<file path="src/rtl/rvv_backend_pkg.sv">
// Shared vector-backend types and sizes used by the retire stage and its neighbours.
package rvv_backend_pkg;

    localparam int NUM_RT_UOP = 4;
    localparam int VLENB      = 16;
    localparam int VLEN       = VLENB * 8;

    typedef enum logic [1:0] {
        NOT_CHANGE    = 2'd0,
        BODY_ACTIVE   = 2'd1,
        BODY_INACTIVE = 2'd2,
        TAIL          = 2'd3
    } byte_type_e;

    typedef enum logic {
        VRF = 1'b0,
        XRF = 1'b1
    } w_type_e;

    typedef struct packed {
        logic [7:0] vstart;
        logic [7:0] vl;
        logic [1:0] vxrm;
        logic       vma;
        logic       vta;
        logic [2:0] sew;
        logic [2:0] lmul;
    } RVVCSR_t;

    typedef struct packed {
        logic                        w_valid;
        logic [4:0]                  w_index;
        logic [VLEN-1:0]             w_data;
        w_type_e                     w_type;
        byte_type_e [VLENB-1:0]      vd_type;
        logic                        trap_flag;
        RVVCSR_t                     vector_csr;
        logic                        vxsat;
        logic                        ignore_vta;
        logic                        ignore_vma;
        logic                        last_uop_valid;
    } ROB2RT_t;

    typedef struct packed {
        logic [4:0]       rt_index;
        logic [VLEN-1:0]  rt_data;
        logic [VLENB-1:0] rt_strobe;
    } RT2VRF_t;

    typedef struct packed {
        logic [4:0]  rt_index;
        logic [31:0] rt_data;
    } RT2XRF_t;

endpackage

</file>
<file path="src/rtl/rvv_backend_retire_strobe.sv">
// Per-lane byte write-enable generation from the destination byte types.
module rvv_backend_retire_strobe
    import rvv_backend_pkg::*;
(
    input  byte_type_e [VLENB-1:0] vd_type,
    input  logic                   ignore_vta,
    input  logic                   ignore_vma,
    output logic [VLENB-1:0]       strobe
);

    always_comb begin
        // NOTE: every always_comb output gets a default first so no path can infer a latch.
        strobe = '0;
        for (int b = 0; b < VLENB; b++) begin
            case (vd_type[b])
                BODY_ACTIVE:   strobe[b] = 1'b1;
                TAIL:          strobe[b] = ignore_vta;
                BODY_INACTIVE: strobe[b] = ignore_vma;
                default:       strobe[b] = 1'b0;
            endcase
        end
    end

endmodule

</file>
<file path="src/rtl/rvv_backend_retire.sv">
// Retire stage: accepts an in-order prefix of ROB uops, merges same-register
// strobes and holds the resulting VRF/XRF writes in a single output stage.
module rvv_backend_retire
    import rvv_backend_pkg::*;
(
    input  logic                       clk,
    input  logic                       rst_n,
    input  logic [NUM_RT_UOP-1:0]      rd_valid_rob2rt,
    input  ROB2RT_t [NUM_RT_UOP-1:0]   rd_rob2rt,
    output logic [NUM_RT_UOP-1:0]      rd_ready_rt2rob,
    output logic [NUM_RT_UOP-1:0]      wr_valid_rt2vrf,
    output RT2VRF_t [NUM_RT_UOP-1:0]   wr_rt2vrf,
    input  logic                       wr_ready_vrf2rt,
    output logic                       wr_valid_rt2xrf,
    output RT2XRF_t                    wr_rt2xrf,
    input  logic                       wr_ready_xrf2rt,
    output logic                       vcsr_valid_rt2csr,
    output RVVCSR_t                    vcsr_rt2csr,
    output logic                       vxsat_valid_rt2csr,
    output logic                       trap_done_rvv2rvs
);

    localparam logic [1:0] ST_IDLE = 2'd0;
    localparam logic [1:0] ST_BUSY = 2'd1;
    localparam logic [1:0] ST_TRAP = 2'd2;

    logic [1:0]                state_q, state_d;
    logic [NUM_RT_UOP-1:0]     vrf_valid_q, vrf_valid_d;
    RT2VRF_t [NUM_RT_UOP-1:0]  vrf_q, vrf_d;
    logic                      xrf_valid_q, xrf_valid_d;
    RT2XRF_t                   xrf_q, xrf_d;
    logic                      vxsat_q, vxsat_d;
    logic                      vcsr_valid_q, vcsr_valid_d;
    RVVCSR_t                   vcsr_q, vcsr_d;

    logic                      drain;
    logic                      accept_open;
    logic                      trap_accept;
    logic                      xrf_wr;
    logic [NUM_RT_UOP-1:0]     ready;
    logic [NUM_RT_UOP-1:0]     accept;
    logic [NUM_RT_UOP-1:0]     vrf_wr;
    logic [VLENB-1:0]          raw_strobe    [NUM_RT_UOP];
    logic [VLENB-1:0]          merged_strobe [NUM_RT_UOP];

    for (genvar i = 0; i < NUM_RT_UOP; i++) begin : g_strobe
        rvv_backend_retire_strobe u_strobe (
            .vd_type    (rd_rob2rt[i].vd_type),
            .ignore_vta (rd_rob2rt[i].ignore_vta),
            .ignore_vma (rd_rob2rt[i].ignore_vma),
            .strobe     (raw_strobe[i])
        );
    end

    // The stage frees up this cycle when every pending write is taken, or none is pending.
    always_comb begin
        drain = (~|vrf_valid_q | wr_ready_vrf2rt) & (~xrf_valid_q | wr_ready_xrf2rt);
        // NOTE: rst_n gates ready combinationally so the ROB sees 0 for the whole reset, not just after an edge.
        accept_open = rst_n & (state_q != ST_TRAP) & drain;
    end

    // Ready chains lane by lane: a trap or an XRF uop ends the accepted prefix.
    always_comb begin
        ready    = '0;
        ready[0] = accept_open;
        for (int i = 1; i < NUM_RT_UOP; i++) begin
            ready[i] = ready[i-1] & rd_valid_rob2rt[i-1] & ~rd_rob2rt[i-1].trap_flag
                     & (rd_rob2rt[i-1].w_type != XRF) & (rd_rob2rt[i].w_type != XRF);
        end
    end

    always_comb begin
        accept      = ready & rd_valid_rob2rt;
        trap_accept = 1'b0;
        vrf_wr      = '0;
        for (int i = 0; i < NUM_RT_UOP; i++) begin
            trap_accept |= accept[i] & rd_rob2rt[i].trap_flag;
            vrf_wr[i]    = accept[i] & rd_rob2rt[i].w_valid & ~rd_rob2rt[i].trap_flag
                         & (rd_rob2rt[i].w_type == VRF);
        end
        xrf_wr = accept[0] & rd_rob2rt[0].w_valid & ~rd_rob2rt[0].trap_flag
               & (rd_rob2rt[0].w_type == XRF);
    end

    // Younger lanes win on overlapping bytes of the same register.
    always_comb begin
        for (int i = 0; i < NUM_RT_UOP; i++) begin
            merged_strobe[i] = raw_strobe[i];
            for (int j = i + 1; j < NUM_RT_UOP; j++) begin
                if (vrf_wr[i] && vrf_wr[j] && (rd_rob2rt[i].w_index == rd_rob2rt[j].w_index)) begin
                    merged_strobe[i] = merged_strobe[i] & ~raw_strobe[j];
                end
            end
        end
    end

    always_comb begin
        vrf_valid_d = vrf_valid_q;
        vrf_d       = vrf_q;
        xrf_valid_d = xrf_valid_q;
        xrf_d       = xrf_q;
        if (drain) begin
            vrf_valid_d = vrf_wr;
            for (int i = 0; i < NUM_RT_UOP; i++) begin
                vrf_d[i].rt_index  = rd_rob2rt[i].w_index;
                vrf_d[i].rt_data   = rd_rob2rt[i].w_data;
                vrf_d[i].rt_strobe = merged_strobe[i];
            end
            xrf_valid_d       = xrf_wr;
            xrf_d.rt_index    = rd_rob2rt[0].w_index;
            xrf_d.rt_data     = rd_rob2rt[0].w_data[31:0];
        end
    end

    // CSR pulses follow acceptance directly and never wait on the write stage.
    always_comb begin
        vxsat_d      = 1'b0;
        vcsr_valid_d = 1'b0;
        vcsr_d       = vcsr_q;
        for (int i = 0; i < NUM_RT_UOP; i++) begin
            if (accept[i] && rd_rob2rt[i].w_valid && rd_rob2rt[i].vxsat) begin
                vxsat_d = 1'b1;
            end
            if (accept[i] && rd_rob2rt[i].last_uop_valid) begin
                vcsr_valid_d = 1'b1;
                vcsr_d       = rd_rob2rt[i].vector_csr;
            end
        end
    end

    always_comb begin
        state_d           = state_q;
        trap_done_rvv2rvs = 1'b0;
        case (state_q)
            ST_TRAP: begin
                if (drain) begin
                    state_d           = ST_IDLE;
                    trap_done_rvv2rvs = 1'b1;
                end
            end
            default: begin
                if (trap_accept) begin
                    state_d = ST_TRAP;
                end else if (|accept) begin
                    state_d = ST_BUSY;
                end else if (drain) begin
                    state_d = ST_IDLE;
                end
            end
        endcase
    end

    // NOTE: the stage payload is reset too, so nothing stale is visible on the write ports after reset.
    always_ff @(posedge clk or negedge rst_n) begin
        if (!rst_n) begin
            state_q      <= ST_IDLE;
            vrf_valid_q  <= '0;
            vrf_q        <= '0;
            xrf_valid_q  <= 1'b0;
            xrf_q        <= '0;
            vxsat_q      <= 1'b0;
            vcsr_valid_q <= 1'b0;
            vcsr_q       <= '0;
        end else begin
            state_q      <= state_d;
            vrf_valid_q  <= vrf_valid_d;
            vrf_q        <= vrf_d;
            xrf_valid_q  <= xrf_valid_d;
            xrf_q        <= xrf_d;
            vxsat_q      <= vxsat_d;
            vcsr_valid_q <= vcsr_valid_d;
            vcsr_q       <= vcsr_d;
        end
    end

    assign rd_ready_rt2rob    = ready;
    assign wr_valid_rt2vrf    = vrf_valid_q;
    assign wr_rt2vrf          = vrf_q;
    assign wr_valid_rt2xrf    = xrf_valid_q;
    assign wr_rt2xrf          = xrf_q;
    assign vxsat_valid_rt2csr = vxsat_q;
    assign vcsr_valid_rt2csr  = vcsr_valid_q;
    assign vcsr_rt2csr        = vcsr_q;

endmodule

</file>
<file path="config.mk">
export PLATFORM = sky130hd
export DESIGN_NAME = rvv_backend_retire
export DESIGN_NICKNAME = d
export VERILOG_FILES = /design/src/rtl/rvv_backend_pkg.sv /design/src/rtl/rvv_backend_retire_strobe.sv /design/src/rtl/rvv_backend_retire.sv
export SDC_FILE = /design/constraint.sdc
export NUM_CORES = 1
export LEC_CHECK = 0
export BUFFER_PORTS_ARGS = -buffer_cell sky130_fd_sc_hd__buf_4
export CAP_MARGIN = 40
export CORE_AREA = 2 2 567 569
export CTS_BUF_LIST = sky130_fd_sc_hd__clkbuf_4 sky130_fd_sc_hd__clkbuf_8 sky130_fd_sc_hd__clkbuf_16
export CTS_CLUSTER_SIZE = 8
export DETAILED_ROUTE_END_ITERATION = 10
export DIE_AREA = 0 0 569 571
export HOLD_SLACK_MARGIN = 0.12
export PLACE_DENSITY_LB_ADDON = 0.2
export SYNTH_ARGS = -nofsm -noshare
export SYNTH_HDL_FRONTEND = slang
export SYNTH_SLANG_ARGS = --single-unit
</file>
<file path="constraint.sdc">
create_clock -name clk -period 3.8 [get_ports clk]
set_input_delay 0.76 -clock clk [delete_from_list [all_inputs] [get_ports clk]]
set_output_delay 0.76 -clock clk [all_outputs]
set_load 0.1 [all_outputs]
</file>
After elaboration in Yosys (flattened, before gate mapping)

Cells that the tools add are included.

Memories kept: 0
Output and inout port bits: 671
Input port bits: 800
Latch bits: 0
Logic and storage cells: 397
Bits in writable memories: 0
Bits in read-only memories: 0
Bits in registers: 663

Bitwise logic cells: 56
Multiplexer cells: 88
Multiply operators: 0
Order comparisons: 0
Shift-type cells: 0
Add/sub/neg operators: 0
Equality and inequality tests: 200
Div/mod/pow operators: 0
Reduce and logical (&&, ||, !) cells: 28

Operators with widths:

| cell                                                | number |
|---|---|
| equality test 2 bit, second input constant          | 129 |
| one-hot mux 1 bit (3 select lines)                  | 64 |
| equality test 2 x 1 -> 1 bit, second input constant | 64 |
| 2-to-1 mux 26 bit                                   | 4 |
| bitwise AND 16 bit                                  | 6 |
| 2-to-1 mux 16 bit                                   | 6 |
| inverter 16 bit                                     | 3 |
| bitwise AND 1 bit                                   | 32 |
| equality test 5 bit                                 | 6 |
| logical AND 1 bit                                   | 24 |
| 2-to-1 mux 1 bit                                    | 10 |
| inverter 1 bit                                      | 9 |
| 2-to-1 mux 2 bit                                    | 4 |
| OR reduction 4 bit                                  | 2 |
| bitwise OR 1 bit                                    | 5 |
| bitwise AND 4 bit                                   | 1 |
| nonzero test 4 bit                                  | 1 |
| inequality test 2 bit, second input constant        | 1 |
| zero test 1 bit                                     | 1 |

Depth between registers and ports, before layout

Word-level depth: 28
Gate-level depth with buffers: 9
Gate-level depth less buffers: 6

Cells and area by module

Synthesis repeated with hierarchy kept, for this count alone.

Cell total of the unflattened synthesis: 3066
Area total of the unflattened synthesis: 27035.9 um2

Modules (own cells, without submodules):

| module                    | seq. area each (um2) | times used | area an instance (um2) | cells each |
|---|---|---|---|---|
| rvv_backend_retire        | 15790.1              | 1          | 26004.9                | 2922 |
| rvv_backend_retire_strobe | 0.0                  | 4          | 257.7                  | 36 |

Worst setup path after synthesis

No wires, ideal clock.

Path type: reg2out
Start: reg vrf_valid_q[1] (netlist: wr_valid_rt2vrf[1])
End: out rd_ready_rt2rob[3]
Arrival: 5127 ps
Buffers on the path: 2
Setup slack: -2087 ps
Cell stages (with the launch flop): 7
Required time: 3040 ps
Cell sequence: dfrtp_1 > nor4_2 > o21a_1 > buf_2 > nand3_1 > clkbuf_1 > nor4b_1

Longest elaborated chain between the ends: 17

RTL lines:

| element                         | line                      | text |
|---|---|---|
| from (decl)                     | rvv_backend_retire.sv:28  | `logic [NUM_RT_UOP-1:0] vrf_valid_q, vrf_valid_d;` |
| from (signal assigned)          | rvv_backend_retire.sv:166 | `vrf_valid_q <= vrf_valid_d;` |
| OR reduction 4 bit              | rvv_backend_retire.sv:57  | `drain = (~\|vrf_valid_q \| wr_ready_vrf2rt) & (~xrf_valid_q \| wr_ready_xrf2rt);` |
| zero test 1 bit                 | rvv_backend_retire.sv:57  |  |
| bitwise OR 1 bit                | rvv_backend_retire.sv:57  |  |
| bitwise AND 1 bit               | rvv_backend_retire.sv:57  |  |
| bitwise AND 1 bit               | rvv_backend_retire.sv:59  | `accept_open = rst_n & (state_q != ST_TRAP) & drain;` |
| bitwise AND 1 bit (2 in series) | rvv_backend_retire.sv:67  | `ready[i] = ready[i-1] & rd_valid_rob2rt[i-1] & ~rd_rob2rt[i-1].trap_flag` |
| bitwise AND 1 bit (2 in series) | rvv_backend_retire.sv:68  | `& (rd_rob2rt[i-1].w_type != XRF) & (rd_rob2rt[i].w_type != XRF);` |
| bitwise AND 1 bit (2 in series) | rvv_backend_retire.sv:67  |  |
| bitwise AND 1 bit (2 in series) | rvv_backend_retire.sv:68  |  |
| bitwise AND 1 bit (2 in series) | rvv_backend_retire.sv:67  |  |
| bitwise AND 1 bit (2 in series) | rvv_backend_retire.sv:68  |  |
| to (decl)                       | rvv_backend_retire.sv:10  | `output logic [NUM_RT_UOP-1:0] rd_ready_rt2rob,` |

Every way passes these cells.

Final worst setup path

Start: reg vrf_valid_q[2] (netlist: wr_valid_rt2vrf[2])
End: out rd_ready_rt2rob[3]

The elaborated chain is that of the path after synthesis.

==> metrics.yaml <==
hp-start: "rd_rob2rt[185]"
hp-class: "primary input to flop"
startpoint_type: "flop"
yosysWarnings: 0
cts_buffer_depth: 4
crit_required_ns: 3.04
area_growth_pct: 87.7
p_seq_frac: 0.314
drt_iter0_markers: 1655
synthCells: 3167
layout_commonest_cell: "nand2_1"
dp.cells: 8679
io-pin-count: 1471
slew_violations: 0
finClkSkew_ns: 0.0887
grt_pass1_wl_um: 276000
synth_ff_type: "dfrtp_1"
placedInstanceArea_um2: 43000
synth_fp_nets: 3967
critPathKind: "flop to primary output"
yosysUniqueCellTypes: 45
worstRegToRegCells: 7
h-tree-depth: 3
p_sw_w: 0.0102
layout.cells.non_filler: 9297
place_worst_setup_slack_ns: 0.164
cts_num_sinks: 631
dr.pass1.iters: 7
dieWidth_um: 569
drive_above_1_share: 0.341
timing.rr.start: "wr_valid_rt2vrf[2]"
p_comb_frac: 0.330
power.share.clock: 0.357
maxCapViolCount: 0
dp_hpwl_um: 167000
worst_pin_slew_ns: 1.23
hold_viol: 0
max_freq_ghz: 0.278
p_sw_frac: 0.415
setup_viol: 0
ir_drop_uv: 345
power.total_w: 0.0245
grt_max_degree: 145
synth_edf_count: 0
hold_depth: 3
cp.arrival_ns: 2.84
rrSetupSlack_ns: 0.88
cts_made_buffers: 100
layout_common_cells: "1705 x nand2_1, 1516 x buf_4, 631 x dfrtp_1, 434 x dlygate4sd3_1, 100 x clkbuf_16"
fin_ws_ns: 0.197
die_h_um: 571
seq_area_frac_synth: 0.588
grt_use_total: 0.121
status: "completed"
start_util: 0.0841
gp_congestion: 0.873
drc: 0
tritoncts: "yes"
clkLatencyLatePin_ns: 0.82
dieArea_um2: 325000
numPortBuffers: 1470
fin_crit_sh: 0.948
crit_path_end_kind: "primary output"
core_area_um2: 319000
p_int_w: 0.0143
syn_avg_cell_area_um2: 8.48
r2r_end: "wr_rt2vrf[150]"
row_count: 208
grt_pass1_vias: 31500
design_area_um2: 50400
hold_path_end: "wr_rt2vrf[137]"
clkTransAtPathRegs_ns: 0.05
power_density_nw_per_um2: 485
vias_per_cell: 3.26
ant_nets: 0
period_minus_slack_ns: 3.60
synth-seq-cells: 631
leakagePower_nw: 23.9
antenna_found_initial: 74
syn-cell-area_um2: 26900
root_buffer: "clkbuf_16"
path_max_fanout: 9
wl_per_cell_um: 22.2
routed_wl_um: 207000
rsz0062_at_grt: "no"
slew_headroom: 0.181
synthArstFlopShare: 1.00
post-cts-setup-buffers: 0
vias: 30300
overflow: 0
nNetsFinal: 5817
metrics by stage:
| stage | TNS, ns | hold WS (ns) | util |
|---|---|---|---|
| floorplan | -0.0796 | 0.451 | - |
| global placement | 0 | 0.460 | 0.135 |
| detailed placement | 0 | 0.463 | 0.135 |
| CTS | 0 | 0.121 | 0.157 |
| global route | 0 | 0.149 | 0.158 |
| finish | 0 | 0.210 | 0.158 |
state kept, by name, indices dropped and copies added (netlist names):
register / cells
vcsr_valid_rt2csr: 1
wr_valid_rt2vrf: 4
wr_rt2xrf: 5
vcsr_rt2csr: 26
vxsat_valid_rt2csr: 1
state_q: 2
wr_valid_rt2xrf: 1
wr_rt2vrf: 591
synthesized netlist by cell type, types with 2 or more instances:
library cell / n / area share
nor2b_1: 3 / 0.00070
o21ai_1: 10 / 0.0019
a22o_1: 17 / 0.0055
dfrtp_1: 631 / 0.59
o31ai_1: 26 / 0.0073
nor4b_1: 2 / 0.00065
nand3b_1: 16 / 0.0045
buf_2: 3 / 0.00056
nand2b_1: 4 / 0.00093
or3_1: 2 / 0.00047
buf_4: 38 / 0.011
nand3_1: 50 / 0.0093
nand2_1: 1705 / 0.24
and3_1: 2 / 0.00047
o21ai_0: 88 / 0.016
o211ai_1: 43 / 0.012
nor2_1: 34 / 0.0048
xnor2_1: 15 / 0.0049
nor3_1: 10 / 0.0019
or4_1: 4 / 0.0011
inv_1: 50 / 0.0070
a31o_2: 16 / 0.0052
xor2_1: 15 / 0.0049
nor4_4: 2 / 0.0016
nor3_2: 10 / 0.0037
nor4_1: 3 / 0.00070
buf_1: 9 / 0.0013
a21oi_1: 82 / 0.015
a31oi_1: 58 / 0.014
clkbuf_1: 177 / 0.025
nand4_1: 28 / 0.0065
layout make-up:
| class | instances | area, µm² |
|---|---|---|
| antenna | 45 | 113 |
| clock buffer | 126 | 2750 |
| clock inverter | 11 | 159 |
| fill | 36400 | 269000 |
| inverter | 50 | 188 |
| multi-input combinational | 2258 | 9940 |
| sequential | 631 | 15800 |
| tap | 4200 | 5260 |
| timing repair buffer | 1976 | 16200 |
how the worst max path moves through the flow:
stage                             from            endpoint  cells past startpoint
floorplan           wr_valid_rt2vrf[1]  rd_ready_rt2rob[3]                      6
global placement         rd_rob2rt[30]      wr_rt2vrf[149]                      8
detailed placement       rd_rob2rt[30]      wr_rt2vrf[149]                      8
CTS                 wr_valid_rt2vrf[1]  rd_ready_rt2rob[3]                      6
global route        wr_valid_rt2vrf[2]  rd_ready_rt2rob[3]                      6
finish              wr_valid_rt2vrf[2]  rd_ready_rt2rob[3]                      6
critical path, cell delays in order (launching register included):
cell,delay (ns)
dfrtp_1,0.43
nor4_4,0.46
o21a_4,0.28
nand3_1,0.10
buf_4,0.23
nor4b_4,0.32
buf_6,0.27
kinds of logic (layout without fill, tap and decap cells):
group           after synthesis  after routing  synth area share
simple gates               1883           1883             0.279
flops                       631            631             0.588
compound gates              345            345            0.0788
buf+inv                     278           2163            0.0446
xor+xnor                     30             30           0.00979
other cells                   0             45                 0
power by group through the flow:
stage          Clock, W  Combinational (W)  Sequential, W
2_1_floorplan         0            0.00100         0.0116
3_3_place_gp          0            0.00772        0.00777
3_5_place_dp          0            0.00773        0.00778
4_1_cts         0.00917            0.00817        0.00768
5_1_grt         0.00936            0.00837        0.00774
6_report        0.00873            0.00806        0.00767
metal layers:
metal | up-vias | routed length, µm | global-route usage
li1 | 13800 | - | -
met1 | 14900 | 89300 | 0.155
met2 | 1317 | 92300 | 0.190
met3 | 252 | 19300 | 0.0460
met4 | 36 | 5180 | 0.0304
met5 | - | 440 | 0.00514
timing repair:
item | CTS | global route
gates cloned | 0 | 0
hold buffers | 434 | 0
endpoints found under the hold margin | 458 | 0
endpoints found under the setup margin | 1 | 1
resized for setup | 1 | 1
pin swaps | 0 | 1
(Power assumes the default switching activity.)
